==> config.mk <==
export PLATFORM = sky130hd
export DESIGN_NAME = multiword_subtractor_flat
export DESIGN_NICKNAME = d
export VERILOG_FILES = /design/src/rtl/multiword_subtractor_pkg.sv /design/src/rtl/multiword_subtractor_if.sv /design/src/rtl/multiword_subtractor_sub_word_stage.sv /design/src/rtl/multiword_subtractor.sv /design/src/flat_wrapper.sv
export SDC_FILE = /design/constraint.sdc
export NUM_CORES = 1
export LEC_CHECK = 0
export CAP_MARGIN = 25
export CORE_UTILIZATION = 49
export CTS_CLUSTER_DIAMETER = 30
export DETAILED_ROUTE_END_ITERATION = 7
export PLACE_DENSITY_LB_ADDON = 0.12
export SLEW_MARGIN = 10
export SYNTH_ARGS = -nofsm -noshare
export SYNTH_HDL_FRONTEND = slang
export SYNTH_SLANG_ARGS = --single-unit
==> constraint.sdc <==
create_clock -name clk -period 10.19 [get_ports clk]
set_input_delay 2.038 -clock clk [delete_from_list [all_inputs] [get_ports clk]]
set_output_delay 2.038 -clock clk [all_outputs]
set_load 0.03 [all_outputs]
==> src/rtl/multiword_subtractor_pkg.sv <==
// Shared definitions for the multi-cycle wide subtractor.
//   state_t   : FSM encoding (IDLE, RUN, DONE)
//   idx_width : width of the limb index register, never less than 1 bit
package multiword_subtractor_pkg;

  typedef enum logic [1:0] {
    IDLE = 2'd0,
    RUN  = 2'd1,
    DONE = 2'd2
  } state_t;

  function automatic int unsigned idx_width(input int unsigned num_words);
    return (num_words <= 2) ? 1 : $clog2(num_words);
  endfunction

endpackage

==> src/rtl/multiword_subtractor_if.sv <==
// Operand/result handshake bundle for multiword_subtractor.
//   in_valid/in_ready   : operand handshake, A (minuend) and B (subtrahend)
//   out_valid/out_ready : result handshake, D = A - B and borrow = (A < B)
//   master : producer/consumer side, slave : subtractor side
interface multiword_subtractor_if #(
  parameter int unsigned WORD_LEN  = 16,
  parameter int unsigned NUM_WORDS = 4
);
  localparam int unsigned BIT_LEN = WORD_LEN * NUM_WORDS;

  logic               in_valid;
  logic               in_ready;
  logic [BIT_LEN-1:0] A;
  logic [BIT_LEN-1:0] B;
  logic               out_valid;
  logic               out_ready;
  logic [BIT_LEN-1:0] D;
  logic               borrow;

  modport master (
    output in_valid, A, B, out_ready,
    input  in_ready, out_valid, D, borrow
  );

  modport slave (
    input  in_valid, A, B, out_ready,
    output in_ready, out_valid, D, borrow
  );
endinterface

==> src/rtl/multiword_subtractor_sub_word_stage.sv <==
// One limb of the subtract: {cout, d} = a + ~b + cin.
//   a, b : WORD_LEN-bit limbs, cin : incoming carry (1 = no borrow)
//   d    : difference limb, cout : outgoing carry (0 = borrow out)
// The carry-in rides in bit 0 of a (WORD_LEN+1)-bit add of {a,1} + {~b,cin};
// bit 0 is discarded, so no separate carry-in port on the adder is needed.
module sub_word_stage #(
  parameter int unsigned WORD_LEN = 16
) (
  input  logic [WORD_LEN-1:0] a,
  input  logic [WORD_LEN-1:0] b,
  input  logic                cin,
  output logic [WORD_LEN-1:0] d,
  output logic                cout
);
  logic [WORD_LEN+1:0] w_sum;

  assign w_sum = {1'b0, a, 1'b1} + {1'b0, ~b, cin};
  assign d     = w_sum[WORD_LEN:1];
  assign cout  = w_sum[WORD_LEN+1];
endmodule

==> src/rtl/multiword_subtractor.sv <==
// Multi-cycle wide subtractor: D = A - B over WORD_LEN*NUM_WORDS bits,
// one limb per cycle, least significant limb first, borrow carried in a
// register between limbs.
//   clk, rst : clock and synchronous active-high reset
//   bus      : slave side of multiword_subtractor_if (operands in, result out)
module multiword_subtractor
  import multiword_subtractor_pkg::*;
#(
  parameter int unsigned WORD_LEN  = 16,
  parameter int unsigned NUM_WORDS = 4
) (
  input  logic                   clk,
  input  logic                   rst,
  multiword_subtractor_if.slave  bus
);
  localparam int unsigned    BIT_LEN  = WORD_LEN * NUM_WORDS;
  localparam int unsigned    IW       = idx_width(NUM_WORDS);
  localparam logic [IW-1:0]  LAST_IDX = IW'(NUM_WORDS - 1);

  state_t              r_state;
  logic [BIT_LEN-1:0]  r_a;
  logic [BIT_LEN-1:0]  r_b;
  logic [BIT_LEN-1:0]  r_d;
  logic [IW-1:0]       r_idx;
  logic                r_carry;
  logic                r_borrow;

  logic [WORD_LEN-1:0] w_a_limb;
  logic [WORD_LEN-1:0] w_b_limb;
  logic [WORD_LEN-1:0] w_d_limb;
  logic                w_cout;

  // Limb select by index compare keeps every part-select constant.
  always_comb begin
    w_a_limb = '0;
    w_b_limb = '0;
    for (int unsigned i = 0; i < NUM_WORDS; i++) begin
      if (r_idx == IW'(i)) begin
        w_a_limb = r_a[i*WORD_LEN +: WORD_LEN];
        w_b_limb = r_b[i*WORD_LEN +: WORD_LEN];
      end
    end
  end

  sub_word_stage #(.WORD_LEN(WORD_LEN)) u_stage (
    .a    (w_a_limb),
    .b    (w_b_limb),
    .cin  (r_carry),
    .d    (w_d_limb),
    .cout (w_cout)
  );

  always_ff @(posedge clk) begin
    if (rst) begin
      r_state  <= IDLE;
      r_a      <= '0;
      r_b      <= '0;
      r_d      <= '0;
      r_idx    <= '0;
      r_carry  <= 1'b1;
      r_borrow <= 1'b0;
    end else begin
      case (r_state)
        IDLE: begin
          if (bus.in_valid) begin
            r_a     <= bus.A;
            r_b     <= bus.B;
            r_idx   <= '0;
            r_carry <= 1'b1;
            r_state <= RUN;
          end
        end
        RUN: begin
          for (int unsigned i = 0; i < NUM_WORDS; i++) begin
            if (r_idx == IW'(i)) r_d[i*WORD_LEN +: WORD_LEN] <= w_d_limb;
          end
          r_carry <= w_cout;
          if (r_idx == LAST_IDX) begin
            r_borrow <= ~w_cout;
            r_state  <= DONE;
          end else begin
            r_idx <= r_idx + 1'b1;
          end
        end
        DONE: begin
          if (bus.out_ready) r_state <= IDLE;
        end
        default: r_state <= IDLE;
      endcase
    end
  end

  assign bus.in_ready  = (r_state == IDLE);
  assign bus.out_valid = (r_state == DONE);
  assign bus.D         = r_d;
  assign bus.borrow    = r_borrow;
endmodule
==> src/flat_wrapper.sv <==
// flat-port wrapper written by rule: the top's interface ports become plain ports
module multiword_subtractor_flat import multiword_subtractor_pkg::*;
#(
  parameter int unsigned WORD_LEN  = 16,
  parameter int unsigned NUM_WORDS = 4
)
  (clk, rst, bus_in_valid, bus_A, bus_B, bus_out_ready, bus_in_ready, bus_out_valid, bus_D, bus_borrow);
  multiword_subtractor_if #(.WORD_LEN(WORD_LEN), .NUM_WORDS(NUM_WORDS)) bus_i ();
  input  logic clk;
  input  logic rst;
  input wire logic [$bits(bus_i.in_valid)-1:0] bus_in_valid;
  input wire logic [$bits(bus_i.A)-1:0] bus_A;
  input wire logic [$bits(bus_i.B)-1:0] bus_B;
  input wire logic [$bits(bus_i.out_ready)-1:0] bus_out_ready;
  output wire logic [$bits(bus_i.in_ready)-1:0] bus_in_ready;
  output wire logic [$bits(bus_i.out_valid)-1:0] bus_out_valid;
  output wire logic [$bits(bus_i.D)-1:0] bus_D;
  output wire logic [$bits(bus_i.borrow)-1:0] bus_borrow;
  assign bus_i.in_valid = bus_in_valid;
  assign bus_i.A = bus_A;
  assign bus_i.B = bus_B;
  assign bus_i.out_ready = bus_out_ready;
  assign bus_in_ready = bus_i.in_ready;
  assign bus_out_valid = bus_i.out_valid;
  assign bus_D = bus_i.D;
  assign bus_borrow = bus_i.borrow;
  multiword_subtractor #(.WORD_LEN(WORD_LEN), .NUM_WORDS(NUM_WORDS)) u_core (.clk(clk), .rst(rst), .bus(bus_i));
endmodule
* After elaboration in Yosys (flattened, before gate mapping)
Cells that the tools add are included. Widths: inputs -> output; s select.
Word-level totals: flip-flop bits (word level) 198, output and inout bits 67, word-level logic and storage cells 51
Cells by class: $add $sub $neg 2, equality and inequality tests 9, muxes and demuxes 17, bitwise operators 2, reductions and logical operators 11
Operators with widths (number):
- $mux 16 | 8
- $add 17x17->18 | 1
- $not 16->16 | 1
- $reduce_and 2->1 | 6
- $mux 2 | 5
- $eq 2x2->1 const B | 3
- $ne 2x2->1 const B | 3
- $pmux 2 s3 | 1
- $reduce_and 3->1 | 2
- $eq 2x1->1 const B | 2
- $logic_not 2->1 | 2
- $pmux 2 s2 | 1
- $add 2x1->2 const B | 1
- $ne 2x1->1 const B | 1
- $pmux 1 s2 | 1
- $reduce_bool 2->1 | 1
- $mux 1 | 1
- $not 1->1 | 1

* Depth between registers and ports, before layout
word-level depth 8, gate-level depth with buffers 16, gate-level depth less buffers 13

* Modules after synthesis
Synthesis repeated with hierarchy kept, for this count alone.
Unflattened totals: cells, all modules 1213, area total of the unflattened synthesis 8912.3 um^2
Modules (own cells, without submodules):
- multiword_subtractor | times used 1, cells an instance 1090, area an instance 8032.7 um^2, sequential area each 3963.8 um^2
- sub_word_stage | times used 1, cells an instance 123, area an instance 879.6 um^2, sequential area each 0.0 um^2

* Worst setup path before layout
OpenSTA, ideal clock, no wires.
path kind register -> register, start register u_core.r_idx[0], end register u_core.r_d[14] (netlist: u_core.bus.D[14]), arrival 3.267 ns, data required time 10.063 ns, slack 6.796 ns, stages on the path, launching flop included 14, period minus slack after synthesis 3.394 ns, cell sequence dfxtp_1 ha_1 clkbuf_1 clkbuf_1 nand2_1 a21oi_1 a21oi_1 o21ai_0 ha_1 a211oi_2 nor4_4 or4_1 a221oi_2 o21ai_1
On the way: cells in the longest elaborated chain, start to end 7
Ends and longest elaborated chain:
- start: declaration | RTL line multiword_subtractor.sv:24 | logic [IW-1:0] r_idx;
- start signal: assignment | RTL line multiword_subtractor.sv:82 | r_idx <= r_idx + 1'b1;
- $logic_not 2->1 | RTL line multiword_subtractor.sv:38, multiword_subtractor.sv:75
- $mux 16 (4 in series) | RTL line multiword_subtractor.sv:38 | if (r_idx == IW'(i)) begin
- $not 16->16 | RTL line multiword_subtractor_sub_word_stage.sv:17 | assign w_sum = {1'b0, a, 1'b1} + {1'b0, ~b, cin};
- $add 17x17->18 | RTL line multiword_subtractor_sub_word_stage.sv:17
- end signal: indexed assignment | RTL line multiword_subtractor.sv:75 | if (r_idx == IW'(i)) r_d[i*WORD_LEN +: WORD_LEN] <= w_d_limb;
- end: declaration | RTL line multiword_subtractor.sv:23 | logic [BIT_LEN-1:0] r_d;
Several ways; a longest one is shown, not always the timed one. A chain may end at the register's enable or synchronous reset.

* Worst setup path in the final report
start register u_core.r_idx[0], end register u_core.r_d[8] (netlist: u_core.bus.D[8])
The elaborated chain is that of the path after synthesis.

==> impl_metrics.yaml <==
finish:
  drive_above_1_share: 0.0437
  n_fill_cell: 1675
  fin_nets: 1512
  diodes: 0
  syn_to_final_growth_pct: 28.2
  design_area_mm2: 0.0118
setup_path:
  crit_fanout: 64
  critPathCaptureType: "register"
  path_class: "register to register"
  start_kind: "register"
  cp.required_ps: 10470
  r2r_slack_ps: 5970
  worst_ep_arrival_time_ps: 4500
die:
  ios: 199
  rows: 49
  die_area_mm2: 0.0193
  die_w_um: 139
  core_area_mm2: 0.0181
  initial_core_util: 0.505
  die_y_um: 139
synth:
  yosys_warnings: 0
  synthDistinctLibCells: 56
  yosysSeqAreaShare: 0.432
  ys_ff_latch: 198
  synth_commonest_cells: "343 x nand2_1, 245 x a21oi_1, 198 x dfxtp_1"
  yosys.area.top_type_share: 0.432
  synth_area_mm2: 0.00917
  yosys.area.top_type: "dfxtp_1"
  syn_nets: 1379
  avgSynthCellArea_um2: 7.48
  synthFlopType: "dfxtp_1"
  synth_area_leaders: "dfxtp_1 43%, nand2_1 14%, a21oi_1 13%, nand3b_1 4.8%, clkbuf_1 3.1%"
  synthCells: 1226
  synthArstFlopShare: 0
  yosysMostFrequentCell: "nand2_1"
  synth_edf_count: 0
sta:
  tightest_slew_ps: 950
  finClkSkew_ps: 10.3
  fin_crit_ps: 4220
  fmax_ghz: 0.237
  slew-limit-headroom: 0.362
  final_hold_viol_count: 0
  slew_viol_final: 0
  fin_tns_setup_ps: 0
  timing.final.crit_share: 0.414
  rsz0062_at_grt: "false"
  setup_viol: 0
run_status:
  violations: "DRC"
  outcome: "finished with violations"
global_routing:
  grt_pass1_vias: 8043
  grt_pass1_wl_mm: 40.7
  overflow: 0
  grt_max_degree: 142
  track_usage: 0.263
  antenna_found_initial: 0
flow_run:
  maxCapViolCount: 0
place:
  place_hpwl_mm: 17.4
  placed_area_mm2: 0.0112
  portBuffers: 198
  place_congestion: 0.921
detailed_routing:
  vias: 8849
  post-route-drc-count: 12
  drt_iter0_markers: 541
  totalWireLength_mm: 25.4
  drt_pre_antenna_iters: 8
  antenna_left: 0
  wl_per_cell_um: 15.9
  avgViaCountPerCell: 5.53
power_and_ir_drop:
  p_per_area_mw_per_mm2: 168
  vdd_drop_max_v: 0.000135
  power.leakage_uw: 0.00416
clocking:
  htreeDepth: 4
  cts_root_buffer: "clkbuf_16"
  cts_resized: 0
  clk_latency_ps: 440
  tritoncts: "done"
  clock_sinks: 198
  clk_path_buf_depth: 2
  numCtsBuffers: 17
  hold_buffers: 0
  clk_pin_slew_worst_paths_ps: 70
  postCtsSetupBuffers: 0
hold_path:
  hold_path.class: "register to register"
flip-flops by register name, summed over array words and instances (netlist names):
signal / count
u_core.r_a: 64
u_core.r_b: 64
u_core.r_carry: 1
u_core.bus.borrow: 1
u_core.r_idx: 2
u_core.bus.D: 64
u_core.r_state: 2
layout make-up:
type                            count  area, um^2  area share
Clock buffer                       18         429      0.0365
Clock inverter                     14         141      0.0120
Inverter                           11        41.3     0.00351
Multi-Input combinational cell    925        4830       0.411
Sequential cell                   198        3960       0.337
Tap cell                          229         287      0.0244
Timing Repair Buffer              206        2060       0.175
metal layers:
metal,global-route usage,part of all wire,vias to the layer above
met1,0.348,0.46,4145
met3,0.0508,0.048,28
li1,-,-,4449
met2,0.436,0.47,227
met4,0.0789,0.018,0
met5,0,0,-
cells in the final DEF, fill, tap and decap left out, types with 6 or more instances in the layout:
cell type,count
dfxtp_1,198
o21ai_1,12
buf_4,7
nand2_1,342
clkdlybuf4s50_1,197
ha_1,17
a211oi_1,8
inv_1,11
o211ai_1,8
a21oi_1,245
nor3_1,17
clkbuf_16,17
nor3b_1,10
o21ai_0,37
or3_1,8
nand3b_1,59
nand2b_1,8
and2_1,6
nor2_1,51
o21a_1,12
nand3_1,15
worst paths after layout:
check,cells past startpoint,start,to
setup / recovery,13,u_core.r_idx[0]$_SDFFE_PP0P_,u_core.bus.D[8]$_SDFFE_PP0P_
hold / removal,2,u_core.r_a[33]$_SDFFE_PP0P_,u_core.r_a[33]$_SDFFE_PP0P_
setup reg to reg,13,u_core.r_idx[0]$_SDFFE_PP0P_,u_core.bus.D[8]$_SDFFE_PP0P_
hold reg to reg,2,u_core.r_a[33]$_SDFFE_PP0P_,u_core.r_a[33]$_SDFFE_PP0P_
power by group:
part	total (uW)	leakage, uW	switching, uW	internal (uW)
clock	661	0.000272	316	344
combinational	475	0.00227	284	191
sequential	842	0.00162	24.3	818
total	1980	0.00416	624	1350
worst max-delay path, stage by stage (launching register included):
cell      delay (ps)
dfxtp_1          410
ha_2             210
buf_4            460
nand3b_1         190
a21oi_1           70
a21oi_1          160
nor2_1            60
a21oi_1          290
ha_1             320
a211oi_2         400
nor4_4           130
or2_1            300
a311oi_1         810
o21ai_0          220
logic make-up after synthesis:
| kind of cell | share of synthesized area |
|---|---|
| compound gates | 0.225 |
| xor+xnor | 0.00478 |
| fa+ha+maj | 0.0295 |
| buf+inv | 0.0424 |
| flops | 0.432 |
| mux | 0.00109 |
| simple gates | 0.265 |
per-stage QoR:
| stage | power [uW] | hold WS [ps] | util | setup slack, ps | cells |
|---|---|---|---|---|---|
| 5_1_grt | 2060 | 472 | 0.648 | 5720 | 1601 |
| 6_report | 1980 | 455 | 0.648 | 5970 | 1601 |
| 4_1_cts | 1980 | 457 | 0.647 | 5960 | 1600 |
| 3_5_place_dp | 1330 | 447 | 0.615 | 5760 | 1568 |
| 2_1_floorplan | 1160 | 436 | - | 6800 | 1226 |
| 3_3_place_gp | 1320 | 442 | 0.615 | 5800 | 1568 |
Power figures use the tool's default switching activity.
